### config.mk
export PLATFORM = sky130hd
export DESIGN_NAME = ex_mem_datapath_flat
export DESIGN_NICKNAME = d
export VERILOG_FILES = /design/src/rtl/ex_mem_datapath_if.sv /design/src/rtl/ex_mem_datapath.sv /design/src/flat_wrapper.sv
export SDC_FILE = /design/constraint.sdc
export NUM_CORES = 2
export LEC_CHECK = 0
export ABC_AREA = 1
export BUFFER_PORTS_ARGS = -buffer_cell sky130_fd_sc_hd__buf_2
export CAP_MARGIN = 20
export CELL_PAD_IN_SITES_DETAIL_PLACEMENT = 2
export CELL_PAD_IN_SITES_GLOBAL_PLACEMENT = 2
export CORE_MARGIN = 4
export CORE_UTILIZATION = 43
export CTS_BUF_LIST = sky130_fd_sc_hd__clkbuf_2 sky130_fd_sc_hd__clkbuf_4 sky130_fd_sc_hd__clkbuf_8
export CTS_CLUSTER_DIAMETER = 100
export DETAILED_ROUTE_END_ITERATION = 6
export GPL_TIMING_DRIVEN = 0
export PLACE_DENSITY = 0.95
export SLEW_MARGIN = 20
export SYNTH_ARGS = -nofsm -noshare
export SYNTH_HDL_FRONTEND = slang
export SYNTH_SLANG_ARGS = --single-unit
### constraint.sdc
create_clock -name clk -period 4.47 [get_ports clk]
set_input_delay 0.2235 -clock clk [delete_from_list [all_inputs] [get_ports clk]]
set_output_delay 0.2235 -clock clk [all_outputs]
set_load 0.05 [all_outputs]
### src/rtl/ex_mem_datapath_if.sv
// Signal bundle between the ID/EX forwarding stage and the EX/MEM datapath slice.
// master: the upstream stage driving operands and controls.
// slave:  the datapath returning ALU and memory results.
interface ex_mem_datapath_if;
    logic [1:0]  alu_op;
    logic [5:0]  funct;
    logic [31:0] operand_a;
    logic [31:0] operand_b;
    logic        mem_read;
    logic        mem_write;
    logic [31:0] write_data;
    logic [3:0]  alu_ctrl;
    logic [31:0] alu_result;
    logic        zero;
    logic [31:0] read_data;

    modport master (
        output alu_op, funct, operand_a, operand_b, mem_read, mem_write, write_data,
        input  alu_ctrl, alu_result, zero, read_data
    );

    modport slave (
        input  alu_op, funct, operand_a, operand_b, mem_read, mem_write, write_data,
        output alu_ctrl, alu_result, zero, read_data
    );
endinterface

### src/rtl/ex_mem_datapath.sv
// Execute/memory slice of the 5-stage MIPS pipeline: ALU control decode,
// 32-bit ALU, and a word-organised data memory addressed by the ALU result.
module ex_mem_datapath #(
    parameter int unsigned DEPTH = 64,
    parameter int unsigned AW    = 6
) (
    input  logic             clk,
    input  logic             rst_n,
    ex_mem_datapath_if.slave bus
);

    typedef enum logic [3:0] {
        CTRL_AND = 4'b0000,
        CTRL_OR  = 4'b0001,
        CTRL_ADD = 4'b0010,
        CTRL_XOR = 4'b0011,
        CTRL_SUB = 4'b0110,
        CTRL_SLT = 4'b0111,
        CTRL_NOR = 4'b1100
    } alu_ctrl_e;

    alu_ctrl_e   ctrl;
    logic [31:0] result;
    logic [31:0] mem [DEPTH];
    logic [AW-1:0] idx;

    // ALU control decode from ALUOp and funct
    always_comb begin
        ctrl = CTRL_ADD;
        case (bus.alu_op)
            2'b00: ctrl = CTRL_ADD;
            2'b01: ctrl = CTRL_SUB;
            2'b11: ctrl = CTRL_OR;
            default: begin
                case (bus.funct)
                    6'b100000: ctrl = CTRL_ADD;
                    6'b100010: ctrl = CTRL_SUB;
                    6'b100100: ctrl = CTRL_AND;
                    6'b100101: ctrl = CTRL_OR;
                    6'b100110: ctrl = CTRL_XOR;
                    6'b100111: ctrl = CTRL_NOR;
                    6'b101010: ctrl = CTRL_SLT;
                    default:   ctrl = CTRL_ADD;
                endcase
            end
        endcase
    end

    // 32-bit ALU, modulo-2^32 arithmetic with no overflow flag
    always_comb begin
        result = '0;
        case (ctrl)
            CTRL_AND: result = bus.operand_a & bus.operand_b;
            CTRL_OR:  result = bus.operand_a | bus.operand_b;
            CTRL_ADD: result = bus.operand_a + bus.operand_b;
            CTRL_SUB: result = bus.operand_a - bus.operand_b;
            CTRL_XOR: result = bus.operand_a ^ bus.operand_b;
            CTRL_NOR: result = ~(bus.operand_a | bus.operand_b);
            CTRL_SLT: result = {31'd0, $signed(bus.operand_a) < $signed(bus.operand_b)};
            default:  result = '0;
        endcase
    end

    // Byte address -> word index; low two bits and bits above the array wrap away
    assign idx = result[AW+1:2];

    // Data memory: async clear on reset, word write on rising edge otherwise
    always_ff @(posedge clk or negedge rst_n) begin
        if (!rst_n) begin
            for (int unsigned i = 0; i < DEPTH; i++) begin
                mem[i] <= '0;
            end
        end else if (bus.mem_write) begin
            mem[idx] <= bus.write_data;
        end
    end

    assign bus.alu_ctrl   = ctrl;
    assign bus.alu_result = result;
    assign bus.zero       = (result == 32'd0);
    assign bus.read_data  = (rst_n && bus.mem_read) ? mem[idx] : '0;

endmodule

### src/flat_wrapper.sv
// flat-port wrapper written by rule: the top's interface ports become plain ports
module ex_mem_datapath_flat 
#(
    parameter int unsigned DEPTH = 64,
    parameter int unsigned AW    = 6
)
  (clk, rst_n, bus_alu_op, bus_funct, bus_operand_a, bus_operand_b, bus_mem_read, bus_mem_write, bus_write_data, bus_alu_ctrl, bus_alu_result, bus_zero, bus_read_data);
  ex_mem_datapath_if bus_i ();
  input  logic clk;
  input  logic rst_n;
  input wire logic [$bits(bus_i.alu_op)-1:0] bus_alu_op;
  input wire logic [$bits(bus_i.funct)-1:0] bus_funct;
  input wire logic [$bits(bus_i.operand_a)-1:0] bus_operand_a;
  input wire logic [$bits(bus_i.operand_b)-1:0] bus_operand_b;
  input wire logic [$bits(bus_i.mem_read)-1:0] bus_mem_read;
  input wire logic [$bits(bus_i.mem_write)-1:0] bus_mem_write;
  input wire logic [$bits(bus_i.write_data)-1:0] bus_write_data;
  output wire logic [$bits(bus_i.alu_ctrl)-1:0] bus_alu_ctrl;
  output wire logic [$bits(bus_i.alu_result)-1:0] bus_alu_result;
  output wire logic [$bits(bus_i.zero)-1:0] bus_zero;
  output wire logic [$bits(bus_i.read_data)-1:0] bus_read_data;
  assign bus_i.alu_op = bus_alu_op;
  assign bus_i.funct = bus_funct;
  assign bus_i.operand_a = bus_operand_a;
  assign bus_i.operand_b = bus_operand_b;
  assign bus_i.mem_read = bus_mem_read;
  assign bus_i.mem_write = bus_mem_write;
  assign bus_i.write_data = bus_write_data;
  assign bus_alu_ctrl = bus_i.alu_ctrl;
  assign bus_alu_result = bus_i.alu_result;
  assign bus_zero = bus_i.zero;
  assign bus_read_data = bus_i.read_data;
  ex_mem_datapath #(.DEPTH(DEPTH), .AW(AW)) u_core (.clk(clk), .rst_n(rst_n), .bus(bus_i));
endmodule
==> impl_results.md, run 1 <==
* Io pins at 177
* Post-Syn Area per Cell at 8.24 um^2
* Synth top area share at 0.549
* Number of buffers created by CTS at 370
* Die width at 474 um
* Run Error: [ERROR GRT-0232] Routing congestion too high. Check the congestion heatmap in the GUI.
* Top_reg_cell synth: dfrtp_1
* CTS max path bufs at 4
* Seq/Total Area, Yosys at 0.549
* FFs w/ async S/R, synth at 1.00
* Clk root buf: clkbuf_8
* Outcome: stopped before the end
* Syn. warnings at 0
* Synth top area cells: dfrtp_1 55%, nand2_1 13%, o21ai_0 10%
* Simple-gate area share of the yosys netlist at 0.200
* Dominant cell type by area after synthesis: dfrtp_1
* Sink Count at 2,048
* Synthesized flop and latch total at 2,048
* Global-route usage over all layers at 0.819
* Halt Stage: global routing (5_1_grt)
* Pin count of the biggest net entering global routing at 138
* EDFF count, synth at 0
* PortBufs at 175
* Syn Nets at 11,500
* Post-synthesis cell type count at 51
* H-tree levels at 5
* Rows at 170
* Synth Cell Area at 93,300 um^2
* Complex-gate fraction of the synthesized area at 0.186
* Synth Area in Adders at 0.0141
* Synth Area in XOR/XNOR at 0.000375
* GP Congestion at 1.01
* Total overflow reported by the global router at 491
* Syn Inst Count at 11,300
* Die extent in y at 474 um
* Initial Utilization at 0.434
* Hpwl dp at 431 mm
* Proportion of synthesized area in mux cells at 0
* Largest family of logic cells by synthesized area: simple AND/OR/NAND/NOR gates
==> routing by layer <==
layer / global-route usage / GRT overflow
met3: 0.731 / 19
met5: 0.510 / 3
met1: 0.811 / 21
met4: 0.813 / 245
met2: 0.929 / 203
==> cells by family after synthesis <==
logic type               count (synthesis)
AO/OA/AOI/OAI                         3264
XOR/XNOR                                 4
adder cells (fa/ha/maj)                104
buffers and inverters                 1174
flip-flops                            2048
AND/OR/NAND/NOR                       4738
==> synthesized netlist by cell type, types with 37 or more instances <==
master and n:
ha_1 102, buf_1 37, nand4_1 48, o21ai_0 1893
o21ai_1 492, nand3_1 200, nand2_1 3135, buf_2 184
clkbuf_1 665, o22ai_1 664, dfrtp_1 2048, nor2_1 1245
inv_1 211, a21oi_1 162
==> what timing repair did <==
item	CTS
pin swaps	36
endpoints found under the hold margin	541
endpoints found under the setup margin	35
hold buffers	44
gates resized for setup	735
setup buffers	35
cloned	4
==> through the flow <==
stage,util,setup slack (ns),instances,area [um^2],hold slack (ns)
after floorplan,-,0.415,11300,93300,-0.0721
after global placement,0.454,-46.78,14300,97800,0.460
after detailed placement,0.459,-1.81,14400,98900,0.243
after CTS,0.510,-0.0157,15100,110000,0.0243
==> run 2, diff against run 1 <==
==> config.mk (replaced) <==
export PLATFORM = sky130hd
export DESIGN_NAME = ex_mem_datapath_flat
export DESIGN_NICKNAME = d
export VERILOG_FILES = /design/src/rtl/ex_mem_datapath_if.sv /design/src/rtl/ex_mem_datapath.sv /design/src/flat_wrapper.sv
export SDC_FILE = /design/constraint.sdc
export NUM_CORES = 2
export LEC_CHECK = 0
export ABC_AREA = 1
export BUFFER_PORTS_ARGS = -buffer_cell sky130_fd_sc_hd__buf_2
export CAP_MARGIN = 20
export CORE_MARGIN = 4
export CORE_UTILIZATION = 40
export DETAILED_ROUTE_END_ITERATION = 6
export GPL_TIMING_DRIVEN = 0
export PLACE_DENSITY_LB_ADDON = 0.15
export SLEW_MARGIN = 20
export SYNTH_ARGS = -nofsm -noshare
export SYNTH_HDL_FRONTEND = slang
export SYNTH_SLANG_ARGS = --single-unit
==> impl_results.md, run 2 <==
* First-pass GRT wire length at 697 mm
* Top reg by flops: u_core.mem
* Outcome: finished with violations
* Rel. slew slack at 0.101
* Post-route worst setup slack at -0.0583 ns
* MaxCap Viol Count at 0
* CTS max path bufs at 3
* Sink Count at 2,048
* Number of buffers created by CTS at 217
* Startpoint types: input pin
* Synth Cell Area at 93,300 um^2
* Switching part of the total at 0.373
* PortBufs at 175
* Count leader, synth: nand2_1
* Final nets at 12,100
* Vias in the first global route at 88,100
* Power, Total at 67.8 mW
* CTS tree: yes
* Number of fill cells at 22,900
* R2R depth at 2
* Pre-Repair DR Iteration Count at 7
* Routed len/inst at 33.9 um
* Crit path buffers/inverters at 8
* CP Depth at 25
* Clk_skew at 0 ns
* Final Util at 0.472
* Pre-CTS setup slack at -1.48 ns
* Pwr Density at 618 nW/um^2
* Internal power at 42.5 mW
* Seq/Total Area, Yosys at 0.549
* Hold depth at 3
* Io pins at 177
* Layout cells sized above 1 at 0.0975
* Data required, critical path at 4.25 ns
* Area growth, synth to finish at 17.6%
* Multi-input gate area at 37,900 um^2
* FFs w/ async S/R, synth at 1.00
* Sequential cell area at 51,200 um^2
* Sw power at 25.3 mW
* Final worst path period need at 4.53 ns
* GP Congestion at 1.04
* Slew Viols, Final at 0
* Total overflow reported by the global router at 0
* Count of final setup violators at 7
* Syn. warnings at 0
* Synth cell count leaders: 3,135 x nand2_1, 2,048 x dfrtp_1, 1,893 x o21ai_0
* Initial antenna violation count at 53
* Die area at 241,000 um^2
* Top_reg_cell synth: dfrtp_1
* Flop pwr share at 0.432
* Pin count of the biggest net entering global routing at 138
* Synth top area share at 0.549
* Die extent in y at 491 um
* H-tree levels at 4
* Post-DP Area at 99,200 um^2
* Achievable Freq at 0.221 GHz
* Average vias per placed instance at 6.30
* Initial DRC count at 15,200
* Global-route usage over all layers at 0.413
* Clk root buf: clkbuf_16
* Leakage at 51.6 nW
* Clk_lat worst skew at 0.90 ns
* Cell family with most CP delay: buffers and inverters
* Synth top area cells: dfrtp_1 55%, nand2_1 13%, o21ai_0 10%
* Crit share post-route at 1.01
* Crit Path Max Fanout at 10
* Hpwl dp at 365 mm
* Clock share of power at 0.281
* Die width at 491 um
* Most common cell after layout, fill and taps aside: nand2_1
* Syn Nets at 11,500
* DR vias at 95,100
* Leading registers by flop count: u_core.mem (2048)
* Post-synthesis cell type count at 51
* Final hold violation count at 0
* Dominant cell type by area after synthesis: dfrtp_1
* VDD IR max at 0.482 mV
* Crit path max-delay cell type: buf_4
* Post-route ant nets at 0
* WP data arrival at 4.30 ns
* Hold Path Class: in2reg
* Crit Path Category: in2out
* DRC at 0
* Syn Inst Count at 11,300
* Comb pwr share at 0.287
* Failing checks: negative setup slack
* Worst path max stage delay at 0.48 ns
* Post-Syn Area per Cell at 8.24 um^2
* Initial Utilization at 0.402
* Number of flip-flops in the largest register at 2,048
* RSZ-0062 raised after global routing: true
* Core area at 232,000 um^2
* Most frequent cells in the layout: 3,099 x nand2_1, 2,048 x dfrtp_1, 1,890 x o21ai_0
* DRT Wirelength at 512 mm
* EDFF count, synth at 0
* CP endpoint kind: output pin
* Clock Pin Slew Worst Setup and Hold Paths at 0.06 ns
* Post-route cell area at 110,000 um^2
* Most used cell, CP: nand2_1
* Rows at 177
* Synthesized flop and latch total at 2,048
* Worst-Margin Slew at 1.35 ns
run 2: cell counts after synthesis:
No cell type changed its count.
run 2: worst reg2reg max path, delay by kind of cell (launching register included):
family,cells,cell delay (ns)
compound gates,1,0.10
flops,1,0.45
simple gates,1,0.09
run 2: cells by family (layout without fill, tap and decap cells):
kind of cell    after synthesis  count (layout)  share of synthesized area
fa+ha+maj                   104             104                     0.0141
compound gates             3264            3264                      0.186
simple gates               4738            4740                      0.200
buf+inv                    1174            1866                     0.0510
flops                      2048            2048                      0.549
other cells                   0              44                          0
xor+xnor                      4               4                   0.000375
run 2: path summary, 6_finish.rpt:
check / startpoint / end / slack [ns]
setup / recovery: bus_operand_a[2] / bus_read_data[2] / -0.06
hold / removal: bus_write_data[16] / u_core.mem[48]$_DFFE_PN0P_ / 0.06
setup reg to reg: u_core.mem[733]$_DFFE_PN0P_ / u_core.mem[733]$_DFFE_PN0P_ / 3.68
hold reg to reg: u_core.mem[1730]$_DFFE_PN0P_ / u_core.mem[1730]$_DFFE_PN0P_ / 0.48
max in group asynchronous: rst_n / u_core.mem[897]$_DFFE_PN0P_ / 1.35
min in group asynchronous: rst_n / u_core.mem[150]$_DFFE_PN0P_ / 0.33
run 2: power groups by stage:
| stage | Sequential (mW) | Combinational, mW | Clock [mW] |
|---|---|---|---|
| detailed placement | 29.3 | 17.8 | 0 |
| global route | 29.8 | 20.9 | 19.6 |
| finish | 29.3 | 19.4 | 19.0 |
| global placement | 29.3 | 17.1 | 0 |
| CTS | 29.1 | 18.5 | 18.9 |
| floorplan | 28.1 | 10.9 | 0 |
run 2: timing repair:
| item | in CTS | in global routing |
|---|---|---|
| endpoints found under the setup margin | 33 | 225 |
| gates resized for setup | 580 | 141 |
| cloned | 3 | 1 |
| setup buffers | 29 | 11 |
| hold endpoints to repair | 635 | 0 |
| pin swaps | 18 | 16 |
| hold buffers | 30 | 0 |
run 2: stage by stage:
step / instances / hold WS [ns] / TNS, ns
2_1_floorplan: 11300 / -0.0721 / 0
3_3_place_gp: 14600 / 0.462 / -
3_5_place_dp: 14600 / 0.217 / -346.70
4_1_cts: 15100 / 0.0123 / -0.118
5_1_grt: 15100 / 0.0179 / -0.378
6_report: 15100 / 0.0571 / -0.114
run 2: layer usage:
metal  part of all wire  GRT usage
met5            0.00028    0.00734
met4              0.093      0.318
met3               0.13      0.148
met2               0.40      0.569
met1               0.37      0.525
run 2: cell type report:
cell class / instances / share of cell area
Antenna cell: 44 / 0.00100
Buffer: 911 / 0.0492
Clock buffer: 321 / 0.0584
Clock inverter: 78 / 0.00852
Inverter: 263 / 0.00913
Multi-Input combinational cell: 8112 / 0.345
Sequential cell: 2048 / 0.467
Tap cell: 3043 / 0.0347
Timing Repair Buffer: 292 / 0.0268
Timing Repair inverter: 1 / 0.0000798
(Power assumes the default switching activity.)
